### src/rtl/mc_pkg.sv
// Shared encodings for the multi-cycle RV32I control unit: FSM states, opcodes,
// ALU operation codes and datapath select codes.
package mc_pkg;

  typedef enum logic [3:0] {
    S_RESET    = 4'd0,
    S_FETCH    = 4'd1,
    S_DECODE   = 4'd2,
    S_MEMADR   = 4'd3,
    S_MEMREAD  = 4'd4,
    S_MEMWB    = 4'd5,
    S_MEMWRITE = 4'd6,
    S_EXECR    = 4'd7,
    S_EXECI    = 4'd8,
    S_ALUWB    = 4'd9,
    S_BRANCH   = 4'd10,
    S_JALRADR  = 4'd11,
    S_JAL      = 4'd12,
    S_LUI      = 4'd13,
    S_TRAP     = 4'd14
  } state_t;

  // Class of ALU work a state asks for; alu_decoder refines it with funct fields.
  typedef enum logic [1:0] {
    ALUOP_ADD   = 2'd0,
    ALUOP_SUB   = 2'd1,
    ALUOP_RTYPE = 2'd2,
    ALUOP_ITYPE = 2'd3
  } alu_op_t;

  localparam logic [6:0] OP_LOAD   = 7'b0000011;
  localparam logic [6:0] OP_STORE  = 7'b0100011;
  localparam logic [6:0] OP_RTYPE  = 7'b0110011;
  localparam logic [6:0] OP_IMM    = 7'b0010011;
  localparam logic [6:0] OP_BRANCH = 7'b1100011;
  localparam logic [6:0] OP_JAL    = 7'b1101111;
  localparam logic [6:0] OP_JALR   = 7'b1100111;
  localparam logic [6:0] OP_LUI    = 7'b0110111;

  localparam logic [3:0] ALU_ADD  = 4'b0000;
  localparam logic [3:0] ALU_SUB  = 4'b0001;
  localparam logic [3:0] ALU_AND  = 4'b0010;
  localparam logic [3:0] ALU_OR   = 4'b0011;
  localparam logic [3:0] ALU_XOR  = 4'b0100;
  localparam logic [3:0] ALU_SLT  = 4'b0101;
  localparam logic [3:0] ALU_SLL  = 4'b0110;
  localparam logic [3:0] ALU_SRL  = 4'b0111;
  localparam logic [3:0] ALU_SRA  = 4'b1000;
  localparam logic [3:0] ALU_SLTU = 4'b1001;

  localparam logic [2:0] IMM_I = 3'b000;
  localparam logic [2:0] IMM_S = 3'b001;
  localparam logic [2:0] IMM_B = 3'b010;
  localparam logic [2:0] IMM_J = 3'b011;
  localparam logic [2:0] IMM_U = 3'b100;

  localparam logic [1:0] RES_ALUOUT    = 2'b00;
  localparam logic [1:0] RES_DATA      = 2'b01;
  localparam logic [1:0] RES_ALURESULT = 2'b10;

  localparam logic [1:0] SRCA_PC    = 2'b00;
  localparam logic [1:0] SRCA_OLDPC = 2'b01;
  localparam logic [1:0] SRCA_A     = 2'b10;
  localparam logic [1:0] SRCA_ZERO  = 2'b11;

  localparam logic [1:0] SRCB_WD   = 2'b00;
  localparam logic [1:0] SRCB_IMM  = 2'b01;
  localparam logic [1:0] SRCB_FOUR = 2'b10;

  function automatic logic [2:0] imm_src_of(input logic [6:0] opcode);
    case (opcode)
      OP_STORE:  return IMM_S;
      OP_BRANCH: return IMM_B;
      OP_JAL:    return IMM_J;
      OP_LUI:    return IMM_U;
      default:   return IMM_I;
    endcase
  endfunction

endpackage

### src/rtl/alu_decoder.sv
// Combinational ALU operation select: the FSM gives the class of operation and
// funct3/funct7b5 pick the exact R-type or I-type function.
module alu_decoder
  import mc_pkg::*;
(
  input  alu_op_t    alu_op,
  input  logic [2:0] funct3,
  input  logic       funct7b5,
  output logic [3:0] alu_control
);

  logic is_reg;

  assign is_reg = (alu_op == ALUOP_RTYPE);

  // Immediate forms carry imm[10] in bit 30, so only SRAI may look at funct7b5.
  always_comb begin
    alu_control = ALU_ADD;
    case (alu_op)
      ALUOP_SUB: alu_control = ALU_SUB;
      ALUOP_RTYPE, ALUOP_ITYPE: begin
        case (funct3)
          3'b000:  alu_control = (is_reg && funct7b5) ? ALU_SUB : ALU_ADD;
          3'b001:  alu_control = ALU_SLL;
          3'b010:  alu_control = ALU_SLT;
          3'b011:  alu_control = ALU_SLTU;
          3'b100:  alu_control = ALU_XOR;
          3'b101:  alu_control = funct7b5 ? ALU_SRA : ALU_SRL;
          3'b110:  alu_control = ALU_OR;
          default: alu_control = ALU_AND;
        endcase
      end
      default: alu_control = ALU_ADD;
    endcase
  end

endmodule

### src/rtl/multicycle_control_unit.sv
// Moore FSM sequencing RV32I instructions over a shared-ALU, unified-memory
// datapath, with a req/ready memory handshake bounded by a wait timeout.
module multicycle_control_unit
  import mc_pkg::*;
#(
  parameter int HANDSHAKE       = 1,
  parameter int MAX_WAIT        = 255,
  parameter int TRAP_ON_ILLEGAL = 1
) (
  input  logic       CLK,
  input  logic       RST,
  input  logic [6:0] op,
  input  logic [2:0] funct3,
  input  logic       funct7b5,
  input  logic       Zero,
  input  logic       MemReady,
  output logic       MemReq,
  output logic       AdrSrc,
  output logic       MemWrite,
  output logic       IRWrite,
  output logic       PCWrite,
  output logic       RegWrite,
  output logic [1:0] ResultSrc,
  output logic [1:0] ALUSrcA,
  output logic [1:0] ALUSrcB,
  output logic [3:0] ALUControl,
  output logic [2:0] ImmSrc,
  output logic       Illegal,
  output logic       Timeout,
  output logic [3:0] State
);

  localparam int CW = (MAX_WAIT > 0) ? $clog2(MAX_WAIT + 1) : 1;
  localparam logic [CW-1:0] CNT_LAST = CW'((MAX_WAIT > 0) ? MAX_WAIT - 1 : 0);

  state_t        state_q, state_d;
  state_t        decode_next;
  logic          decode_bad;
  logic [CW-1:0] wait_cnt_q, wait_cnt_d;
  logic          illegal_q, illegal_d;
  logic          timeout_q, timeout_d;
  logic          ready;
  logic          mem_wait_state;
  logic          wait_expired;
  alu_op_t       alu_op;

  assign ready          = (HANDSHAKE != 0) ? MemReady : 1'b1;
  assign mem_wait_state = (state_q == S_FETCH) || (state_q == S_MEMREAD) ||
                          (state_q == S_MEMWRITE);
  // Expires on the cycle that would bring the wait count up to MAX_WAIT.
  assign wait_expired   = (MAX_WAIT != 0) && mem_wait_state && !ready &&
                          (wait_cnt_q == CNT_LAST);

  always_comb begin
    decode_next = S_FETCH;
    decode_bad  = 1'b0;
    case (op)
      OP_LOAD, OP_STORE: decode_next = S_MEMADR;
      OP_RTYPE:          decode_next = S_EXECR;
      OP_IMM:            decode_next = S_EXECI;
      OP_BRANCH: begin
        decode_next = S_BRANCH;
        decode_bad  = (funct3 != 3'b000) && (funct3 != 3'b001);
      end
      OP_JAL:            decode_next = S_JAL;
      OP_JALR:           decode_next = S_JALRADR;
      OP_LUI:            decode_next = S_LUI;
      default:           decode_bad  = 1'b1;
    endcase
  end

  always_comb begin
    state_d   = state_q;
    illegal_d = illegal_q;
    timeout_d = timeout_q;
    case (state_q)
      S_RESET: state_d = S_FETCH;
      S_FETCH: begin
        if (ready) begin
          state_d = S_DECODE;
        end else if (wait_expired) begin
          state_d   = S_TRAP;
          timeout_d = 1'b1;
        end
      end
      S_DECODE: begin
        if (!decode_bad) begin
          state_d = decode_next;
        end else if (TRAP_ON_ILLEGAL != 0) begin
          state_d   = S_TRAP;
          illegal_d = 1'b1;
        end else begin
          state_d = S_FETCH;
        end
      end
      S_MEMADR: state_d = (op == OP_STORE) ? S_MEMWRITE : S_MEMREAD;
      S_MEMREAD: begin
        if (ready) begin
          state_d = S_MEMWB;
        end else if (wait_expired) begin
          state_d   = S_TRAP;
          timeout_d = 1'b1;
        end
      end
      S_MEMWB: state_d = S_FETCH;
      S_MEMWRITE: begin
        if (ready) begin
          state_d = S_FETCH;
        end else if (wait_expired) begin
          state_d   = S_TRAP;
          timeout_d = 1'b1;
        end
      end
      S_EXECR, S_EXECI: state_d = S_ALUWB;
      S_ALUWB:          state_d = S_FETCH;
      S_BRANCH:         state_d = S_FETCH;
      S_JALRADR:        state_d = S_JAL;
      S_JAL:            state_d = S_ALUWB;
      S_LUI:            state_d = S_ALUWB;
      S_TRAP:           state_d = S_TRAP;
      default:          state_d = S_RESET;
    endcase
  end

  always_comb begin
    wait_cnt_d = wait_cnt_q;
    if (state_d != state_q) begin
      wait_cnt_d = '0;
    end else if (mem_wait_state && !ready && (wait_cnt_q != '1)) begin
      wait_cnt_d = wait_cnt_q + CW'(1);
    end
  end

  always_ff @(posedge CLK or negedge RST) begin
    if (!RST) begin
      state_q    <= S_RESET;
      wait_cnt_q <= '0;
      illegal_q  <= 1'b0;
      timeout_q  <= 1'b0;
    end else begin
      state_q    <= state_d;
      wait_cnt_q <= wait_cnt_d;
      illegal_q  <= illegal_d;
      timeout_q  <= timeout_d;
    end
  end

  // Moore outputs: everything but the ready/Zero-qualified strobes comes from state.
  always_comb begin
    MemReq    = 1'b0;
    AdrSrc    = 1'b0;
    MemWrite  = 1'b0;
    IRWrite   = 1'b0;
    PCWrite   = 1'b0;
    RegWrite  = 1'b0;
    ResultSrc = RES_ALUOUT;
    ALUSrcA   = SRCA_PC;
    ALUSrcB   = SRCB_WD;
    alu_op    = ALUOP_ADD;
    case (state_q)
      S_FETCH: begin
        MemReq    = 1'b1;
        ALUSrcB   = SRCB_FOUR;
        ResultSrc = RES_ALURESULT;
        IRWrite   = ready;
        PCWrite   = ready;
      end
      S_DECODE: begin
        ALUSrcA = SRCA_OLDPC;
        ALUSrcB = SRCB_IMM;
      end
      S_MEMADR: begin
        ALUSrcA = SRCA_A;
        ALUSrcB = SRCB_IMM;
      end
      S_MEMREAD: begin
        MemReq = 1'b1;
        AdrSrc = 1'b1;
      end
      S_MEMWB: begin
        ResultSrc = RES_DATA;
        RegWrite  = 1'b1;
      end
      S_MEMWRITE: begin
        MemReq   = 1'b1;
        AdrSrc   = 1'b1;
        MemWrite = 1'b1;
      end
      S_EXECR: begin
        ALUSrcA = SRCA_A;
        ALUSrcB = SRCB_WD;
        alu_op  = ALUOP_RTYPE;
      end
      S_EXECI: begin
        ALUSrcA = SRCA_A;
        ALUSrcB = SRCB_IMM;
        alu_op  = ALUOP_ITYPE;
      end
      S_ALUWB: RegWrite = 1'b1;
      S_BRANCH: begin
        ALUSrcA = SRCA_A;
        ALUSrcB = SRCB_WD;
        alu_op  = ALUOP_SUB;
        case (funct3)
          3'b000:  PCWrite = Zero;
          3'b001:  PCWrite = !Zero;
          default: PCWrite = 1'b0;
        endcase
      end
      S_JALRADR: begin
        ALUSrcA = SRCA_A;
        ALUSrcB = SRCB_IMM;
      end
      S_JAL: begin
        ALUSrcA = SRCA_OLDPC;
        ALUSrcB = SRCB_FOUR;
        PCWrite = 1'b1;
      end
      S_LUI: begin
        ALUSrcA = SRCA_ZERO;
        ALUSrcB = SRCB_IMM;
      end
      default: ;
    endcase
  end

  alu_decoder u_alu_decoder (
    .alu_op      (alu_op),
    .funct3      (funct3),
    .funct7b5    (funct7b5),
    .alu_control (ALUControl)
  );

  assign ImmSrc  = imm_src_of(op);
  assign Illegal = illegal_q;
  assign Timeout = timeout_q;
  assign State   = state_q;

endmodule

### config.mk
export PLATFORM = sky130hd
export DESIGN_NAME = multicycle_control_unit
export DESIGN_NICKNAME = d
export VERILOG_FILES = /design/src/rtl/mc_pkg.sv /design/src/rtl/alu_decoder.sv /design/src/rtl/multicycle_control_unit.sv
export SDC_FILE = /design/constraint.sdc
export NUM_CORES = 1
export LEC_CHECK = 0
export ABC_CLOCK_PERIOD_IN_PS = 2500
export BUFFER_PORTS_ARGS = -buffer_cell sky130_fd_sc_hd__buf_2
export CAP_MARGIN = 40
export CORE_ASPECT_RATIO = 0.75
export CORE_MARGIN = 3
export CORE_UTILIZATION = 53
export DETAILED_ROUTE_END_ITERATION = 12
export PLACE_DENSITY = 0.76
export SKIP_CTS_REPAIR_TIMING = 1
export SKIP_LAST_GASP = 1
export SLEW_MARGIN = 20
export SYNTH_ARGS = -nofsm -noshare
export SYNTH_HDL_FRONTEND = slang
export SYNTH_SLANG_ARGS = --single-unit
### constraint.sdc
create_clock -name CLK -period 2.5 [get_ports CLK]
set_clock_uncertainty 0.15 [all_clocks]
set_input_delay 0.25 -clock CLK [delete_from_list [all_inputs] [get_ports CLK]]
set_output_delay 0.25 -clock CLK [all_outputs]
set_load 0.01 [all_outputs]
Word level (Yosys, flattened, before mapping). Index checks and enable logic that the tools add are counted.

Bits in latches: 0. Register bits: 14. Output and inout port bits: 25. Memories: 0. Logic and storage cells: 95. Bits in read-only memories: 0. RAM bits: 0. Bits of input ports: 15.

Add/subtract/negate cells: 1. Reductions and logical operators: 27. Divide/modulo/power cells: 0. $lt $le $gt $ge: 0. Muxes and demuxes: 27. Multiply operators: 0. Equality and inequality tests: 35. Bitwise gates (word level): 1. Shift operators: 0.

Operator list (count): 4-bit one-hot mux with 7 select lines (2); 4-bit one-hot mux with 9 select lines (1); 4-bit == test, second input constant (7); 4-bit 2-to-1 mux (6); 7-bit by 6-bit == test with 1-bit output, second input constant (3); 7-bit == test, second input constant (3); 4-bit by 3-bit == test with 1-bit output, second input constant (4); 8-bit 2-to-1 mux (2); 2-bit one-hot mux with 3 select lines (2); 3-bit one-hot mux with 4 select lines (1); 2-bit OR reduction (6); 5-bit OR reduction (2); 3-bit == test, second input constant (3); 8-bit by 1-bit adder with 8-bit output, second input constant (1); 4-bit by 2-bit == test with 1-bit output, second input constant (2); 8-bit == test, second input constant (1); 8-bit != test, second input constant (1); 2-bit one-hot mux with 2 select lines (2); 4-bit one-hot mux with 2 select lines (1); 4-bit OR reduction (2); 7-bit by 2-bit == test with 1-bit output, second input constant (1); 7-bit by 5-bit == test with 1-bit output, second input constant (1); 7-bit OR reduction (1); 3-bit by 2-bit == test with 1-bit output, second input constant (2); other kinds (21) (34).

Longest topological paths before layout. Gate-level depths: netlist of run 1.

Depth after elaboration: 10. Mapped depth: 7. Gate-level depth less buffers: 7.

Hierarchy. A second synthesis of run 1 with hierarchy kept.

Cell total of the unflattened synthesis: 185. Area, all modules: 1422.6 um^2.

Modules (own cells, without submodules): multicycle_control_unit (instances 1, seq. area each 350.3 um^2, area an instance 1321.3 um^2, cells an instance 169); alu_decoder (instances 1, seq. area each 0.0 um^2, area an instance 101.3 um^2, cells an instance 16).

Worst setup path before layout of run 1. No wires, ideal clock.

Path kind: reg-to-reg. Start point: register state_q[1] (netlist: State[1]). End point: register wait_cnt_q[0]. Path slack: 0.393 ns. Required time: 2.216 ns. Setup time: 0.134 ns. Data arrival time: 1.822 ns. Clock period less this slack: 2.107 ns. Cell stages (with the launch flop): 7. Path buffers: 1. Cells stage by stage: dfrtp_1 -> buf_6 -> or3b_4 -> a2111oi_4 -> nor3_2 -> o2111ai_4 -> nor3_1.

Cells in the longest elaborated chain, start to end: 10. Elaborated cells between the ends (all ways): 30. Those cells by class: eq/ne: 15; mux: 6; reduce/logical: 9.

Ends and longest elaborated chain: from (decl) (line multicycle_control_unit.sv:36) `state_t state_q, state_d;`; from (signal assigned) (line multicycle_control_unit.sv:141) `state_q <= state_d;`; 4-bit by 1-bit == test with 1-bit output or 4-bit by 3-bit == test with 1-bit output (tied branches) (line multicycle_control_unit.sv:48, multicycle_control_unit.sv:76); 1-bit logical OR (2 in a row) (line multicycle_control_unit.sv:48) `assign mem_wait_state = (state_q == S_FETCH) || (state_q == S_MEMREAD) ||`; 1-bit logical AND (line multicycle_control_unit.sv:51, multicycle_control_unit.sv:129); 1-bit logical AND (line multicycle_control_unit.sv:51) `assign wait_expired = (MAX_WAIT != 0) && mem_wait_state && !ready &&`; 4-bit 2-to-1 mux (line multicycle_control_unit.sv:81, multicycle_control_unit.sv:100, multicycle_control_unit.sv:109); 4-bit 2-to-1 mux (on tied branches) (line multicycle_control_unit.sv:107, multicycle_control_unit.sv:79, multicycle_control_unit.sv:98); 4-bit one-hot mux with 9 select lines (line multicycle_control_unit.sv:76) `case (state_q)`; 4-bit != test (line multicycle_control_unit.sv:127) `if (state_d != state_q) begin`; 8-bit 2-to-1 mux or 2-bit nonzero test (tied branches); to (signal assigned) (line multicycle_control_unit.sv:142) `wait_cnt_q <= wait_cnt_d;`; to (decl) (line multicycle_control_unit.sv:39) `logic [CW-1:0] wait_cnt_q, wait_cnt_d;`.

Several ways; a longest one is shown, not always the timed one. A chain may end at the register's enable or synchronous reset.

Worst setup path in the final report of run 1.
Start point: register state_q[1] (netlist: State[1]). End point: output port ALUControl[0].

Cells in the longest elaborated chain, start to end: 7. Elaborated cells between the ends (all ways): 12. Those cells by class: eq/ne: 6; mux: 4; reduce/logical: 2.

Ends and longest elaborated chain: 4-bit == test or 4-bit by 3-bit == test with 1-bit output (tied branches) (line multicycle_control_unit.sv:160) `case (state_q)`; 2-bit one-hot mux with 3 select lines (*) (line multicycle_control_unit.sv:160); 2-bit == test (line alu_decoder.sv:14, alu_decoder.sv:19); 1-bit logical AND (line alu_decoder.sv:23) `3'b000: alu_control = (is_reg && funct7b5) ? ALU_SUB : ALU_ADD;`; 1-bit 2-to-1 mux (line alu_decoder.sv:23); 4-bit one-hot mux with 7 select lines (line alu_decoder.sv:22) `case (funct3)`; 4-bit one-hot mux with 2 select lines (*) (line alu_decoder.sv:19) `case (alu_op)`; to (decl) (line multicycle_control_unit.sv:26) `output logic [3:0] ALUControl,`.

Every way passes the cells marked *; elsewhere a longest branch is shown, timed or not.

==> flow_metrics.env, run 1 <==
export IMPL_ys_seq_area_share_pct=23.16
export IMPL_start_util_pct=56.81
export IMPL_crit_arrival_ps=1910
export IMPL_hold_class="in -> async"
export IMPL_gr_usage_all_layers_pct=24.67
export IMPL_post_drt_wl_per_cell_um=15.03
export IMPL_required_ps=2100
export IMPL_overflow=0
export IMPL_clock_root_buffer="clkbuf_8"
export IMPL_worst_slew_pin_slew_ps=446.0
export IMPL_async_flop_share_pct=100.0
export IMPL_r2r_setup_slack_ps=260
export IMPL_leakage_uw=0.0007502
export IMPL_synth_top_area_cell="dfrtp_1"
export IMPL_drive_gt1_share_pct=28.76
export IMPL_synth_most_common_cell="nor2_1"
export IMPL_clkLatencyLatePin_ps=240
export IMPL_synth_cell_types=59
export IMPL_rr_startpoint="State[1]"
export IMPL_synth_warnings=0
export IMPL_cts_buffer_depth=2
export IMPL_first_pass_iters=4
export IMPL_period_minus_slack_ps=2310
export IMPL_ir_worst_vdd_mv=0.5635
export IMPL_synth_area_um2=1513
export IMPL_hold_viol=0
export IMPL_rr_worst_depth=5
export IMPL_highest_layer="met3"
export IMPL_met3_wirelength_um=337
export IMPL_synthTopCellsByCount="nor2_1 (20), nand2_1 (15), dfrtp_1 (14), nor3_1 (13)"
export IMPL_grt_pass1_wl_um=6651
export IMPL_fin_nets=251
export IMPL_start_kind="flip-flop"
export IMPL_core_area_um2=2663
export IMPL_slew_violations=0
export IMPL_setup_tns_ps=0
export IMPL_vias_per_cell=6.078
export IMPL_area_growth_pct=19.27
export IMPL_dpl_worst_slack_ps=293.2
export IMPL_slew_headroom_pct=70.04
export IMPL_fin_ws_ps=189.9
export IMPL_status="completed"
export IMPL_grt_antenna_before_repair=0
export IMPL_seq_area_um2=350.3
export IMPL_critical_path_peak_fanout=11
export IMPL_r2r_end="wait_cnt_q[1]"
export IMPL_antenna_cells=0
export IMPL_htreeDepth=1
export IMPL_ys_seq_elements=14
export IMPL_vias=1635
export IMPL_avgSynthCellArea_um2=7.757
export IMPL_die_area_um2=3538
export IMPL_gp_congestion=0.9913
export IMPL_multiInputGateArea_um2=1089
export IMPL_synth_edf_count=0
export IMPL_cts_made_buffers=3
export IMPL_ys_flop_type="dfrtp_1"
export IMPL_ant_nets=0
export IMPL_port_buffer_count=39
export IMPL_synthCells=195
export IMPL_drt_iter0_markers=180
export IMPL_max_cap_violations=0
export IMPL_synth_fp_nets=212
export IMPL_drt_met1_wl_um=1917
export IMPL_rsz0062_at_grt="no"
export IMPL_io_pins=40
export IMPL_row_count=16
export IMPL_die_h_um=52.27
export IMPL_synthTopCellsByArea="dfrtp_1 (23%), nor2_1 (5.0%), nor3_1 (4.3%), xnor2_1 (4.1%), a21oi_1 (4.0%)"
export IMPL_setup_viol=0
export IMPL_cts_tree="done"
export IMPL_grt_pass1_vias=1426
export IMPL_period_share_pct=92.40
export IMPL_path_class="reg -> out"
export IMPL_fillCellCount=239
export IMPL_dp_hpwl_um=3259
export IMPL_cts_clk_slew_worst_paths_ps=50
export IMPL_wl_um=4043
export IMPL_grt_max_degree=16
export IMPL_routed_wl_met2_um=1787
export IMPL_cellPowerDensity_nw_per_um2=892.0
export IMPL_cts_sinks=14
export IMPL_critPathCaptureType="primary output"
export IMPL_synth_top_area_share_pct=23.16
export IMPL_fmax_ghz=0.4329
export IMPL_die_w_um=67.69
export IMPL_drc_errors=0
-- flip-flops by register name, indices dropped and copies added (netlist names) --
| signal | count |
|---|---|
| Illegal | 1 |
| Timeout | 1 |
| wait_cnt_q | 8 |
| State | 4 |
-- cells in the final DEF (no fill, tap or decap), types with 5 or more instances in the layout --
| cell type | synthesis | layout |
|---|---|---|
| nand2b_1 | 7 | 7 |
| buf_2 | 5 | 39 |
| o21ai_0 | 12 | 12 |
| nand4_1 | 6 | 6 |
| nand2_1 | 15 | 15 |
| buf_4 | 0 | 6 |
| dfrtp_1 | 14 | 14 |
| nand3_1 | 8 | 8 |
| a21oi_1 | 12 | 12 |
| nor3_1 | 13 | 13 |
| xor2_1 | 5 | 5 |
| nor2_1 | 20 | 20 |
| xnor2_1 | 7 | 7 |
-- logic make-up after synthesis --
logic type | after synthesis | share of synthesized area [%]
buffers and inverters | 16 | 4.879
flip-flops | 14 | 23.16
AND/OR/NAND/NOR | 104 | 40.37
adder cells (fa/ha/maj) | 2 | 1.654
AO/OA/AOI/OAI | 47 | 23.00
XOR/XNOR | 12 | 6.948
-- worst max-delay path by stage --
stage / from / endpoint / slack, ps / cells past startpoint
after floorplan: State[1] / wait_cnt_q[0] / 390 / 6
after global placement: State[1] / wait_cnt_q[4] / 360 / 5
after detailed placement: State[1] / wait_cnt_q[1] / 290 / 5
after CTS: State[1] / ALUControl[0] / 200 / 7
after global routing: State[1] / ALUControl[0] / 30 / 7
final: State[1] / ALUControl[0] / 190 / 7
-- worst max-delay path, stage by stage, from the launching register on --
cell	delay, ps
dfrtp_1	480
buf_4	220
and4b_1	220
a31oi_1	170
nor2_1	60
o32ai_1	240
o21ai_0	120
buf_2	150
-- layer usage --
| layer | vias to the layer above | GRT usage, % |
|---|---|---|
| met2 | 62 | 38.13 |
| li1 | 794 | - |
| met4 | 0 | 1.347 |
| met1 | 779 | 36.17 |
| met5 | - | 0 |
| met3 | 0 | 5.794 |
-- report_power, final --
group | switching [µW] | total (µW) | internal (µW)
registers | 62.8 | 331 | 269
clock network | 73.0 | 212 | 139
logic | 640 | 1070 | 426
total | 776 | 1610 | 834
-- per-stage QoR --
step / hold WS, ps / instance area (µm²) / util (%) / power [µW] / std cells
global placement: 4.860 / 1739 / 65.32 / 1341 / 264
global route: 293.7 / 1804 / 67.76 / 1744 / 269
CTS: -253.5 / 1794 / 67.39 / 1607 / 268
detailed placement: 9.384 / 1739 / 65.32 / 1384 / 264
finish: 290.5 / 1804 / 67.76 / 1609 / 269
floorplan: -195.6 / 1513 / - / 1057 / 195
-- layout make-up --
| class | count | share of cell area [%] |
|---|---|---|
| Clock buffer | 4 | 3.051 |
| Inverter | 4 | 0.8322 |
| Multi-Input combinational cell | 165 | 60.33 |
| Sequential cell | 14 | 19.42 |
| Tap cell | 36 | 2.497 |
| Timing Repair Buffer | 46 | 13.87 |
Power figures use the tool's default switching activity.
==> run 2: changes to the inputs <==
Settings changed: ABC_CLOCK_PERIOD_IN_PS 2500 to 2000, CORE_UTILIZATION 53 to 48, PLACE_DENSITY 0.76 to 0.73.
Clock period 2.5 ns to 2 ns, I/O delays scaled along.
==> run 2 against run 1 <==
The flow now finishes with violations (negative setup slack). Design area is 25% higher. Routed wire length is 38% higher. Final cell count is 16% higher. Hold slack worse by 86 ps. Flip-flop and latch count stayed put. Critical path depth stayed put. Via count is 20% higher. Largest power group unchanged.
==> flow_metrics.env, run 2 (same netlist as run 1, synthesis figures left out) <==
export IMPL_status="finished with violations"
export IMPL_failed_checks="negative setup slack"
export IMPL_path_class="reg -> reg"
export IMPL_die_w_um=70.82
export IMPL_critical_path_peak_fanout=8
export IMPL_hold_class="in -> reg"
export IMPL_overflow=0
export IMPL_start_kind="flip-flop"
export IMPL_clkLatencyLatePin_ps=250
export IMPL_rsz0062_at_grt="yes"
export IMPL_wl_um=5580
export IMPL_cts_made_buffers=3
export IMPL_mostFrequentLayoutCell="buf_4"
export IMPL_critPathCaptureType="flip-flop"
export IMPL_max_cap_violations=0
export IMPL_leakage_uw=0.0009757
export IMPL_post_drt_wl_per_cell_um=17.94
export IMPL_switching_share_pct=46.87
export IMPL_fin_hold_ws_ps=204.8
export IMPL_crit_arrival_ps=2170
export IMPL_core_area_um2=2803
export IMPL_fin_nets=294
export IMPL_ant_nets=0
export IMPL_port_buffer_count=39
export IMPL_drt_iter0_markers=173
export IMPL_dpl_instance_area_um2=1961
export IMPL_fin_area_um2=2260
export IMPL_post_route_util_pct=80.63
export IMPL_setup_viol=14
export IMPL_worstHoldPathCells=4
export IMPL_rr_startpoint="State[2]"
export IMPL_fin_cells=311
export IMPL_power_frac_comb_pct=76.2
export IMPL_cellPowerDensity_nw_per_um2=1205
export IMPL_slew_headroom_pct=71.02
export IMPL_vias=1965
export IMPL_first_pass_iters=5
export IMPL_gp_congestion=0.8505
export IMPL_r2r_end="wait_cnt_q[6]"
export IMPL_worst_slew_pin_slew_ps=433.1
export IMPL_hold_viol=0
export IMPL_htreeDepth=1
export IMPL_setup_tns_ps=-1984
export IMPL_hp_start="MemReady"
export IMPL_drc_errors=0
export IMPL_dp_hpwl_um=3621
export IMPL_die_h_um=54.62
export IMPL_switchingPower_uw=1276
export IMPL_largest_reg_flops=8
export IMPL_start_util_pct=53.97
export IMPL_area_growth_pct=49.38
export IMPL_clock_root_buffer="clkbuf_8"
export IMPL_fmax_ghz=0.4573
export IMPL_mostFrequentLayoutCells="buf_4 (41), buf_2 (39), nor2_1 (18)"
export IMPL_die_area_um2=3868
export IMPL_grt_max_degree=17
export IMPL_io_pins=40
export IMPL_cellInternalPower_uw=1447
export IMPL_ir_worst_vdd_mv=0.7964
export IMPL_regMostFlops="wait_cnt_q"
export IMPL_grt_pass1_wl_um=7445
export IMPL_vias_per_cell=6.318
export IMPL_drive_gt1_share_pct=45.45
export IMPL_dp_cells=291
export IMPL_antenna_cells=0
export IMPL_rr_worst_depth=7
export IMPL_cts_tree="done"
export IMPL_grt_pass1_vias=1556
export IMPL_fillCellCount=187
export IMPL_fin_ws_ps=-186.6
export IMPL_grt_antenna_before_repair=0
export IMPL_gr_usage_all_layers_pct=24.71
export IMPL_hold_path_end="State[2]"
export IMPL_required_ps=1990
export IMPL_p_clk_share_pct=8.8
export IMPL_row_count=16
export IMPL_cts_buffer_depth=2
export IMPL_cts_clk_slew_worst_paths_ps=50
export IMPL_slew_violations=0
export IMPL_period_share_pct=109.3
export IMPL_period_minus_slack_ps=2187
export IMPL_seqPwrFrac_pct=14.9
export IMPL_cts_sinks=14
export IMPL_r2r_setup_slack_ps=-190
## run 2: cell count changes in the layout (fill, tap and decap cells not counted), moves of 5 or more
cell / previous run / this run
buf_4: 6 / 41
buf_6: 0 / 7
nor3_1: 13 / 8
nor3_2: 2 / 7
## run 2: metrics by stage
step	total power, µW	setup WS, ps
5_1_grt	2849	-249.8
6_report	2723	-186.6
2_1_floorplan	1348	-22.73
3_3_place_gp	1873	-90.58
4_1_cts	2181	-382.6
3_5_place_dp	1937	-169.8
## run 2: worst max-delay path: stages, from the launching register on
cell and delay, ps:
dfrtp_2 450, or4b_4 590, buf_4 170, a21oi_2 100
nand4_1 160, a21oi_2 220, buf_6 170, nor3_1 60
## run 2: worst max-delay path by stage
| stage | startpoint | end | cells past startpoint |
|---|---|---|---|
| finish | State[2] | wait_cnt_q[6] | 7 |
| global route | State[2] | wait_cnt_q[4] | 7 |
| CTS | State[0] | ALUControl[0] | 7 |
| detailed placement | State[0] | wait_cnt_q[2] | 5 |
| global placement | State[0] | wait_cnt_q[0] | 5 |
| floorplan | State[1] | wait_cnt_q[0] | 6 |
## run 2: power by group through the flow
| stage | clock network (µW) | registers, µW | logic (µW) |
|---|---|---|---|
| after CTS | 240 | 401 | 1540 |
| after floorplan | 0 | 407 | 941 |
| after detailed placement | 0 | 406 | 1530 |
| after global placement | 0 | 396 | 1480 |
| final | 240 | 407 | 2080 |
| after global routing | 254 | 406 | 2190 |
## run 2: routing by layer
metal / global-route usage (%) / routed length [µm]
met4: 4.375 / 140
met3: 5.138 / 531
met1: 35.25 / 2338
met5: 0 / 0
met2: 39.23 / 2569
## run 2: area by class of cell
type                       instances  area, µm²  area share, %
multi-input combinational        165       1199          53.05
timing repair buffer              89      606.8          26.85
sequential                        14      352.8          15.61
tap                               36      45.04          1.993
clock buffer                       3      41.29          1.827
inverter                           4      15.01         0.6645
